[src/rtl/arch_defs_pkg.sv]
// ---------------------------------------------------------------------------
// arch_defs_pkg
//   Shared architecture definitions for the CPU slice: program-counter width,
//   the halt-cause encoding reported by the run controller, the run
//   controller's state type and a helper for breakpoint-index widths.
// ---------------------------------------------------------------------------
package arch_defs_pkg;

  // Program-counter width used across the CPU.
  localparam int ADDR_WIDTH = 8;

  // Why the CPU last entered HALTED. NONE is reported while running, and
  // after a resume until the next halt.
  typedef enum logic [2:0] {
    HC_NONE     = 3'd0,
    HC_HLT      = 3'd1,
    HC_BREAK    = 3'd2,
    HC_STEP     = 3'd3,
    HC_TIMEOUT  = 3'd4,
    HC_EXTERNAL = 3'd5
  } halt_cause_t;

  // Run-control FSM states.
  typedef enum logic [1:0] {
    RC_RUN    = 2'd0,
    RC_STEP   = 2'd1,
    RC_HALTED = 2'd2
  } run_state_t;

  // Width of a breakpoint slot index; a single slot still gets a 1-bit index.
  function automatic int bp_idx_width(input int num_bp);
    return (num_bp > 1) ? $clog2(num_bp) : 1;
  endfunction

endpackage

[src/rtl/breakpoint_table.sv]
// ---------------------------------------------------------------------------
// breakpoint_table
//   NUM_BP hardware breakpoint slots, each holding an address and an enable.
//   A write lands at the next clock edge, so a lookup in the same cycle as a
//   write still sees the old slot contents. The match output is purely
//   combinational on pc_i.
//
// Ports
//   clk, reset     clock and synchronous active-high reset (all slots invalid)
//   wr_en_i        slot write strobe
//   wr_idx_i       slot index to write (indices >= NUM_BP are ignored)
//   wr_addr_i      breakpoint address written into the slot
//   wr_valid_i     slot enable written with the address (0 disables the slot)
//   pc_i           address to look up
//   match_o        high when any enabled slot holds pc_i
// ---------------------------------------------------------------------------
module breakpoint_table
  import arch_defs_pkg::*;
#(
  parameter int ADDR_W = ADDR_WIDTH,
  parameter int NUM_BP = 4
) (
  input  logic                            clk,
  input  logic                            reset,
  input  logic                            wr_en_i,
  input  logic [bp_idx_width(NUM_BP)-1:0] wr_idx_i,
  input  logic [ADDR_W-1:0]               wr_addr_i,
  input  logic                            wr_valid_i,
  input  logic [ADDR_W-1:0]               pc_i,
  output logic                            match_o
);

  localparam int IDX_W = bp_idx_width(NUM_BP);

  logic [NUM_BP-1:0] slot_hit;

  for (genvar gi = 0; gi < NUM_BP; gi++) begin : g_slot
    logic [ADDR_W-1:0] addr_q;
    logic [ADDR_W-1:0] addr_d;
    logic              valid_q;
    logic              valid_d;
    logic              wr_sel;

    assign wr_sel = wr_en_i && (wr_idx_i == IDX_W'(gi));

    always_comb begin
      addr_d  = addr_q;
      valid_d = valid_q;
      if (wr_sel) begin
        addr_d  = wr_addr_i;
        valid_d = wr_valid_i;
      end
    end

    always_ff @(posedge clk) begin
      if (reset) begin
        addr_q  <= '0;
        valid_q <= 1'b0;
      end else begin
        addr_q  <= addr_d;
        valid_q <= valid_d;
      end
    end

    assign slot_hit[gi] = valid_q && (addr_q == pc_i);
  end

  assign match_o = |slot_hit;

endmodule

[src/rtl/run_control.sv]
// ---------------------------------------------------------------------------
// run_control
//   Debug run controller for the CPU. Produces the CPU clock-enable and
//   stops the CPU on an HLT instruction, a hardware breakpoint, completion of
//   a single step, or a watchdog timeout. While halted, a run or step pulse
//   resumes execution. Counts enabled CPU cycles (saturating).
//
// Parameters
//   ADDR_W          program-counter width
//   NUM_BP          number of breakpoint slots (1..16)
//   TIMEOUT_CYCLES  watchdog limit in enabled RUN cycles, 0 disables it
//   START_HALTED    0: RUN after reset, 1: HALTED (cause EXTERNAL)
//
// Ports
//   clk, reset         clock and synchronous active-high reset
//   hlt_i              HLT decode strobe, one cycle during HLT execute
//   pc_i               current program counter
//   instr_boundary_i   high in the first fetch cycle of each instruction
//   run_req_i          resume pulse (honoured only while halted)
//   step_req_i         single-step pulse (honoured only while halted)
//   bp_wr_*            breakpoint slot write port
//   cpu_en_o           combinational CPU clock-enable
//   halt_o             registered, high in HALTED
//   halt_cause_o       registered halt_cause_t of the last halt
//   halted_pc_o        pc_i captured on halt entry
//   cycle_count_o      saturating count of cpu_en_o-high cycles
// ---------------------------------------------------------------------------
module run_control
  import arch_defs_pkg::*;
#(
  parameter int          ADDR_W         = ADDR_WIDTH,
  parameter int          NUM_BP         = 4,
  parameter int unsigned TIMEOUT_CYCLES = 0,
  parameter bit          START_HALTED   = 1'b0
) (
  input  logic                            clk,
  input  logic                            reset,
  input  logic                            hlt_i,
  input  logic [ADDR_W-1:0]               pc_i,
  input  logic                            instr_boundary_i,
  input  logic                            run_req_i,
  input  logic                            step_req_i,
  input  logic                            bp_wr_en_i,
  input  logic [bp_idx_width(NUM_BP)-1:0] bp_wr_idx_i,
  input  logic [ADDR_W-1:0]               bp_wr_addr_i,
  input  logic                            bp_wr_valid_i,
  output logic                            cpu_en_o,
  output logic                            halt_o,
  output logic [2:0]                      halt_cause_o,
  output logic [ADDR_W-1:0]               halted_pc_o,
  output logic [31:0]                     cycle_count_o
);

  localparam logic [31:0] WD_LIMIT = 32'(TIMEOUT_CYCLES);
  localparam bit          WD_ON    = (TIMEOUT_CYCLES != 0);

  run_state_t        state_q,     state_d;
  halt_cause_t       cause_q,     cause_d;
  logic              halt_q,      halt_d;
  logic [ADDR_W-1:0] halted_pc_q, halted_pc_d;
  logic [31:0]       cycle_cnt_q, cycle_cnt_d;
  logic [31:0]       wd_cnt_q,    wd_cnt_d;
  logic              bp_skip_q,   bp_skip_d;
  logic              step_seen_q, step_seen_d;

  logic bp_match;
  logic bp_hit;
  logic step_done;
  logic wd_expire;
  logic active;
  logic cpu_en;

  breakpoint_table #(
    .ADDR_W (ADDR_W),
    .NUM_BP (NUM_BP)
  ) u_bp_table (
    .clk        (clk),
    .reset      (reset),
    .wr_en_i    (bp_wr_en_i),
    .wr_idx_i   (bp_wr_idx_i),
    .wr_addr_i  (bp_wr_addr_i),
    .wr_valid_i (bp_wr_valid_i),
    .pc_i       (pc_i),
    .match_o    (bp_match)
  );

  assign active = (state_q == RC_RUN) || (state_q == RC_STEP);

  // bp_skip masks the breakpoint we just resumed from until the CPU has left
  // that instruction's fetch cycle.
  assign bp_hit = instr_boundary_i && bp_match && !bp_skip_q;

  // A step is finished at the first boundary after the stepped instruction
  // has made progress past its own fetch cycle.
  assign step_done = (state_q == RC_STEP) && instr_boundary_i && step_seen_q;

  assign wd_expire = WD_ON && (state_q == RC_RUN) && (wd_cnt_q == WD_LIMIT);

  // Any halting event other than HLT freezes the CPU in the same cycle; HLT
  // is allowed to complete.
  assign cpu_en = active && !bp_hit && !step_done && !wd_expire;

  always_comb begin
    state_d     = state_q;
    cause_d     = cause_q;
    halted_pc_d = halted_pc_q;
    cycle_cnt_d = cycle_cnt_q;
    wd_cnt_d    = wd_cnt_q;
    bp_skip_d   = bp_skip_q;
    step_seen_d = step_seen_q;

    if (cpu_en && (cycle_cnt_q != 32'hFFFF_FFFF)) begin
      cycle_cnt_d = cycle_cnt_q + 32'd1;
    end
    if (cpu_en && !instr_boundary_i) begin
      bp_skip_d = 1'b0;
    end
    if (cpu_en && !instr_boundary_i && (state_q == RC_STEP)) begin
      step_seen_d = 1'b1;
    end
    if (WD_ON && cpu_en && (state_q == RC_RUN)) begin
      wd_cnt_d = wd_cnt_q + 32'd1;
    end

    case (state_q)
      RC_RUN, RC_STEP: begin
        // Priority: HLT > BREAK > STEP > TIMEOUT.
        if (hlt_i) begin
          state_d     = RC_HALTED;
          cause_d     = HC_HLT;
          halted_pc_d = pc_i;
        end else if (bp_hit) begin
          state_d     = RC_HALTED;
          cause_d     = HC_BREAK;
          halted_pc_d = pc_i;
        end else if (step_done) begin
          state_d     = RC_HALTED;
          cause_d     = HC_STEP;
          halted_pc_d = pc_i;
        end else if (wd_expire) begin
          state_d     = RC_HALTED;
          cause_d     = HC_TIMEOUT;
          halted_pc_d = pc_i;
        end
      end
      RC_HALTED: begin
        if (run_req_i) begin
          state_d   = RC_RUN;
          cause_d   = HC_NONE;
          bp_skip_d = 1'b1;
          wd_cnt_d  = '0;
        end else if (step_req_i) begin
          state_d     = RC_STEP;
          cause_d     = HC_NONE;
          bp_skip_d   = 1'b1;
          step_seen_d = 1'b0;
        end
      end
      default: begin
        // Unreachable encoding: park the CPU rather than let it run blind.
        state_d = RC_HALTED;
        cause_d = HC_EXTERNAL;
      end
    endcase

    halt_d = (state_d == RC_HALTED);
  end

  always_ff @(posedge clk) begin
    if (reset) begin
      state_q     <= START_HALTED ? RC_HALTED : RC_RUN;
      cause_q     <= START_HALTED ? HC_EXTERNAL : HC_NONE;
      halt_q      <= START_HALTED;
      halted_pc_q <= '0;
      cycle_cnt_q <= '0;
      wd_cnt_q    <= '0;
      bp_skip_q   <= 1'b0;
      step_seen_q <= 1'b0;
    end else begin
      state_q     <= state_d;
      cause_q     <= cause_d;
      halt_q      <= halt_d;
      halted_pc_q <= halted_pc_d;
      cycle_cnt_q <= cycle_cnt_d;
      wd_cnt_q    <= wd_cnt_d;
      bp_skip_q   <= bp_skip_d;
      step_seen_q <= step_seen_d;
    end
  end

  assign cpu_en_o      = cpu_en;
  assign halt_o        = halt_q;
  assign halt_cause_o  = cause_q;
  assign halted_pc_o   = halted_pc_q;
  assign cycle_count_o = cycle_cnt_q;

endmodule

[config.mk]
export PLATFORM = sky130hd
export DESIGN_NAME = run_control
export DESIGN_NICKNAME = d
export VERILOG_FILES = /design/src/rtl/arch_defs_pkg.sv /design/src/rtl/breakpoint_table.sv /design/src/rtl/run_control.sv
export SDC_FILE = /design/constraint.sdc
export NUM_CORES = 1
export LEC_CHECK = 0
export ABC_AREA = 1
export CAP_MARGIN = 40
export CORE_MARGIN = 2
export CORE_UTILIZATION = 45
export CTS_CLUSTER_DIAMETER = 30
export DETAILED_ROUTE_END_ITERATION = 10
export GPL_ROUTABILITY_DRIVEN = 1
export GPL_TIMING_DRIVEN = 0
export PLACE_DENSITY = 0.64
export SKIP_LAST_GASP = 1
export SLEW_MARGIN = 25
export SYNTH_ARGS = -nofsm -noshare
export SYNTH_HDL_FRONTEND = slang
export SYNTH_HIERARCHICAL = 1
export SYNTH_SLANG_ARGS = --single-unit
[constraint.sdc]
create_clock -name clk -period 7.7 [get_ports clk]
set_clock_uncertainty 0.15 [all_clocks]
set_input_delay 2.31 -clock clk [delete_from_list [all_inputs] [get_ports clk]]
set_output_delay 2.31 -clock clk [all_outputs]
set_load 0.1 [all_outputs]
## Word level (Yosys, flattened, before mapping)

Cells that the tools add are included.

| word-level totals | value |
|---|---|
| output and inout bits | 45 |
| bits of input ports | 26 |
| flip-flop bits (word level) | 84 |
| word-level logic and storage cells | 81 |

| cells by class | value |
|---|---|
| mux-type cells | 23 |
| equality and inequality tests | 13 |
| add/subtract/negate cells | 1 |
| reductions and logical operators | 29 |

Operators by type and width:

| kind | count |
|---|---|
| $add 32x1->32 const B | 1 |
| $eq 8x8->1 | 4 |
| $ne 32x32->1 const B | 1 |
| $mux 8 | 3 |
| $logic_and 1x1->1 | 17 |
| $mux 3 | 5 |
| $mux 2 | 5 |
| $eq 2x2->1 const B | 4 |
| $mux 1 | 8 |
| $pmux 3 s2 | 1 |
| $eq 2x1->1 const B | 2 |
| $logic_not 1->1 | 4 |
| $logic_not 2->1 | 2 |
| $ne 4x4->1 const B | 1 |
| $pmux 2 s2 | 1 |
| $reduce_and 2->1 | 2 |
| $reduce_or 4->1 | 1 |
| $ne 3x3->1 const B | 1 |
| $reduce_bool 3->1 | 1 |
| $reduce_or 2->1 | 1 |
| $logic_or 1x1->1 | 1 |

## Depth between registers and ports, before layout

| depth | value |
|---|---|
| depth after elaboration | 14 |
| gate-level depth with buffers | 17 |
| depth with buffers taken out | 16 |

## Cells and area by module

The synthesis kept the hierarchy.

Modules (own cells, without submodules):

| module | area each (sq um) | seq. area each (sq um) | cells an instance | times used |
|---|---|---|---|---|
| run_control | 2,783.9 | 960.9 | 430 | 1 |
| breakpoint_table | 1,919.3 | 720.7 | 281 | 1 |

## Worst setup path after synthesis

No wires, ideal clock.

| path | value |
|---|---|
| path kind | input to output |
| from | input port pc_i[0] |
| to | output port cpu_en_o |
| slack | 1.638 ns |
| data arrival time | 3.602 ns |
| data required time | 5.240 ns |
| path buffers | 2 |
| cell stages on the path | 12 |
| cell sequence | clkbuf_1 -> nand2_1 -> nand2_1 -> nor2_1 -> nand3_1 -> nor2_1 -> nor2_1 -> nand2_1 -> nand3b_1 -> nand2_1 -> nor2_4 -> buf_4 |

| on the way | value |
|---|---|
| longest elaborated chain between the ends | 8 |
| elaborated cells between the ends (all ways) | 14 |
| those cells by class | eq/ne (4); reduce/logical (10) |

Ends and longest elaborated chain:

| what | line | text |
|---|---|---|
| start, declared | run_control.sv:39 | `input logic [ADDR_W-1:0] pc_i,` |
| $eq 8x8->1 | breakpoint_table.sv:65 | `assign slot_hit[gi] = valid_q && (addr_q == pc_i);` |
| $logic_and 1x1->1 | breakpoint_table.sv:65 |  |
| $reduce_or 4->1 (*) | breakpoint_table.sv:68 | `assign match_o = \|slot_hit;` |
| via bp_match | run_control.sv:66 | `logic bp_match;` |
| $logic_and 1x1->1 (*) (2 in series) | run_control.sv:91 | `assign bp_hit = instr_boundary_i && bp_match && !bp_skip_q;` |
| $logic_not 1->1 (*) | run_control.sv:101 | `assign cpu_en = active && !bp_hit && !step_done && !wd_expire;` |
| $logic_and 1x1->1 (*) (2 in series) | run_control.sv:101 |  |
| end, declared | run_control.sv:47 | `output logic cpu_en_o,` |

Mark *: on every way through the listed nets, which the timed path passes. The rest lies on a longest branch.

## Worst setup path in the final report

| path | value |
|---|---|
| from | input port pc_i[7] |
| to | output port cpu_en_o |

The elaborated chain is that of the path after synthesis.

==> results.tsv <==
stage	metric	value	unit
clock_network	ctsResizeCount	0	
setup_path	required	5240	ps
finish	drive_above_1_share	16.2	%
yosys	syn_area	0.00470	mm2
yosys	yosysUniqueCellTypes	32	
clock_network	clkLatencyLatePin	380	ps
clock_network	cts-htree-levels	3	
finish	finalNonFillerCells	977	
yosys	netlist_instances	711	
detailed_routing	first_pass_iters	5	
status	outcome	finished, final reports clean	
detailed_routing	ant_nets	0	
clock_network	ctsLongestPathBuffers	2	
clock_network	numCtsBuffers	9	
setup_path	crit_fanout	10	
global_routing	grt_start_max_net_pins	16	
floorplan	die-area	0.0113	mm2
sta	slew_headroom	48.1	%
global_routing	grtUsageTotal	24.1	%
clock_network	cts.sinks	84	
yosys	syn_nets	738	
yosys	async_flop_share	0	%
clock_network	cts_setup_buffers	0	
sta	slew_violations	0	
global_routing	grt_pass1_wl	21500	um
floorplan	pin_count	71	
placement	placed_cells	962	
pwr	fin_total_pwr	966	uW
placement	hpwlAfterDp	10100	um
setup_path	path_class	in2out	
sta	min_period	7540	ps
sta	timing.fmax	133	MHz
floorplan	rows	37	
setup_path	cp-start-kind	input port	
yosys	synth.most_common_cell	nand2_1	
detailed_routing	avgRoutedWirePerCell	13.1	um
yosys	synth.avg_cell_area	6.61	um2
run	cap_violations	0	
floorplan	core	0.0102	mm2
hold_path	hold_class	reg2reg	
sta	rsz0062_at_grt	false	
yosys	ys.flop_type	dfxtp_1	
global_routing	grt_pass1_vias	4542	
global_routing	grt.overflow.total	0	
yosys	synth_edf_count	0	
detailed_routing	first_iter_violations	180	
detailed_routing	vias	4794	
detailed_routing	finalWirelength	12800	um
yosys	synth_commonest_cells	nand2_1 (240), nor2_1 (130), dfxtp_1 (84)	
finish	antenna_cells	0	
setup_path	critical_path_arrival	5080	ps
floorplan	die_h	106	um
yosys	ys_ff_latch	84	
detailed_routing	drc	0	
yosys	yosys-top-cells-area	dfxtp_1 (36%), nand2_1 (19%), nor2_1 (10%)	
yosys	synth_top_area_cell	dfxtp_1	
pwr	power_per_cell_area	150	mW/mm2
pwr	peakVddDrop	0.000163	V
sta	post-route-period-util	97.9	%
clock_network	tritoncts	yes	
setup_path	worst_setup_path_end_kind	primary output	
global_routing	antenna_found_initial	0	
clock_network	clock-root-buffer	clkbuf_8	
sta	tns	0	ps
sta	finalSetupViolCount	0	
pwr	p_leak	2.50	nW
detailed_routing	via_per_inst	4.91	
finish	nets	863	
placement	routabilityCongestion	0.898	
yosys	synth-warning-count	6	
sta	hold_violations	0	
floorplan	start_util	46.0	%
floorplan	die_w	106	um
yosys	synth_seq_area_share	35.8	%
finish	area_delta_synth_final	37.0	%
clock_network	clk_pin_slew	90	ps
placement	portBuffers	70	
yosys	synth.top_cell.area_share	35.8	%
sta	tightest_slew	779	ps
clock_network	hold_buffers	0	
-- metal layers --
layer / track usage, % / share of wire (%)
met2: 41.3 / 48
met1: 30.2 / 46
met4: 6.48 / 1.5
met5: 0 / 0
met3: 5.95 / 4.3
-- final timing paths --
path                             startpoint                           end  slack, ps  cells after the start
max                                 pc_i[7]                      cpu_en_o        160                     13
min            u_bp_table/g_slot[0].valid_q  u_bp_table/g_slot[0].valid_q        320                      2
max reg2reg  u_bp_table/g_slot[1].addr_q[7]              cycle_count_o[8]       5550                     13
min reg2reg    u_bp_table/g_slot[0].valid_q  u_bp_table/g_slot[0].valid_q        320                      2
-- worst max-delay path, cell delays in order --
cell and delay [ps]:
clkdlybuf4s50_1 650, inv_1 160, or2_2 300, nand4_1 100, nor2_1 50, nor2_1 90
nand2_1 100, nand3b_1 120, nand2_1 100, nor2_4 170, buf_4 200, clkdlybuf4s50_1 520
buf_8 200
-- through the flow --
stage | hold WS [ps] | setup slack (ps) | cell area, um2 | utilization (%)
global placement | 301 | -231 | 5570 | 54.5
global route | 348 | 14.0 | 6440 | 63.0
detailed placement | 302 | 160 | 6250 | 61.1
floorplan | 287 | 1640 | 4700 | -
CTS | 316 | 157 | 6450 | 63.0
finish | 318 | 165 | 6440 | 63.0
-- layout by cell type, fill, tap and decap left out, types with 5 or more instances in the layout --
cell type        synthesis  routed
dfxtp_1                 84      84
buf_8                    0      45
xor2_1                   8       8
nor2_1                 130     130
o21ai_0                 24      24
a21oi_2                 20      20
nor2_2                   5       5
clkbuf_8                 0      11
nand2_1                240     240
nand4_1                  9       9
inv_1                   68      68
a211oi_2                22      22
clkdlybuf4s50_1          0      70
xnor2_1                 10      10
nand3_1                 21      21
clkbuf_1                 7       6
a21oi_1                 21      21
inv_2                    5       5
-- flip-flops by register name, indices dropped and copies added (netlist names) --
| name | cells |
|---|---|
| u_bp_table/g_slot.addr_q | 32 |
| halted_pc_o | 8 |
| halt_o | 1 |
| state_q | 2 |
| cycle_count_o | 32 |
| bp_skip_q | 1 |
| u_bp_table/g_slot.valid_q | 4 |
| halt_cause_o | 3 |
| step_seen_q | 1 |
-- kinds of logic after synthesis --
kind of cell,count (synthesis),synth area share (%)
and+or+nand+nor,424,37.4
buffers and inverters,93,8.38
AOI/OAI and AO/OA,91,14.9
DFF,84,35.8
xor gates and xnor gates,18,3.35
adders and majority gates,1,0.266
-- power by group --
part	switching [mW]	leakage (nW)	internal, mW
clock	0.175	0.0976	0.139
sequential	0.0102	0.684	0.450
combinational	0.123	1.72	0.0690
-- cell type report --
class,instances,area (um2)
buffer,18,110
clock buffer,11,151
clock inverter,5,45.0
fill,939,3790
inverter,74,280
multi-input combinational,534,2630
sequential,84,1680
tap,136,170
timing repair buffer,115,1380
No activity file was read; power rests on OpenSTA's default activity.
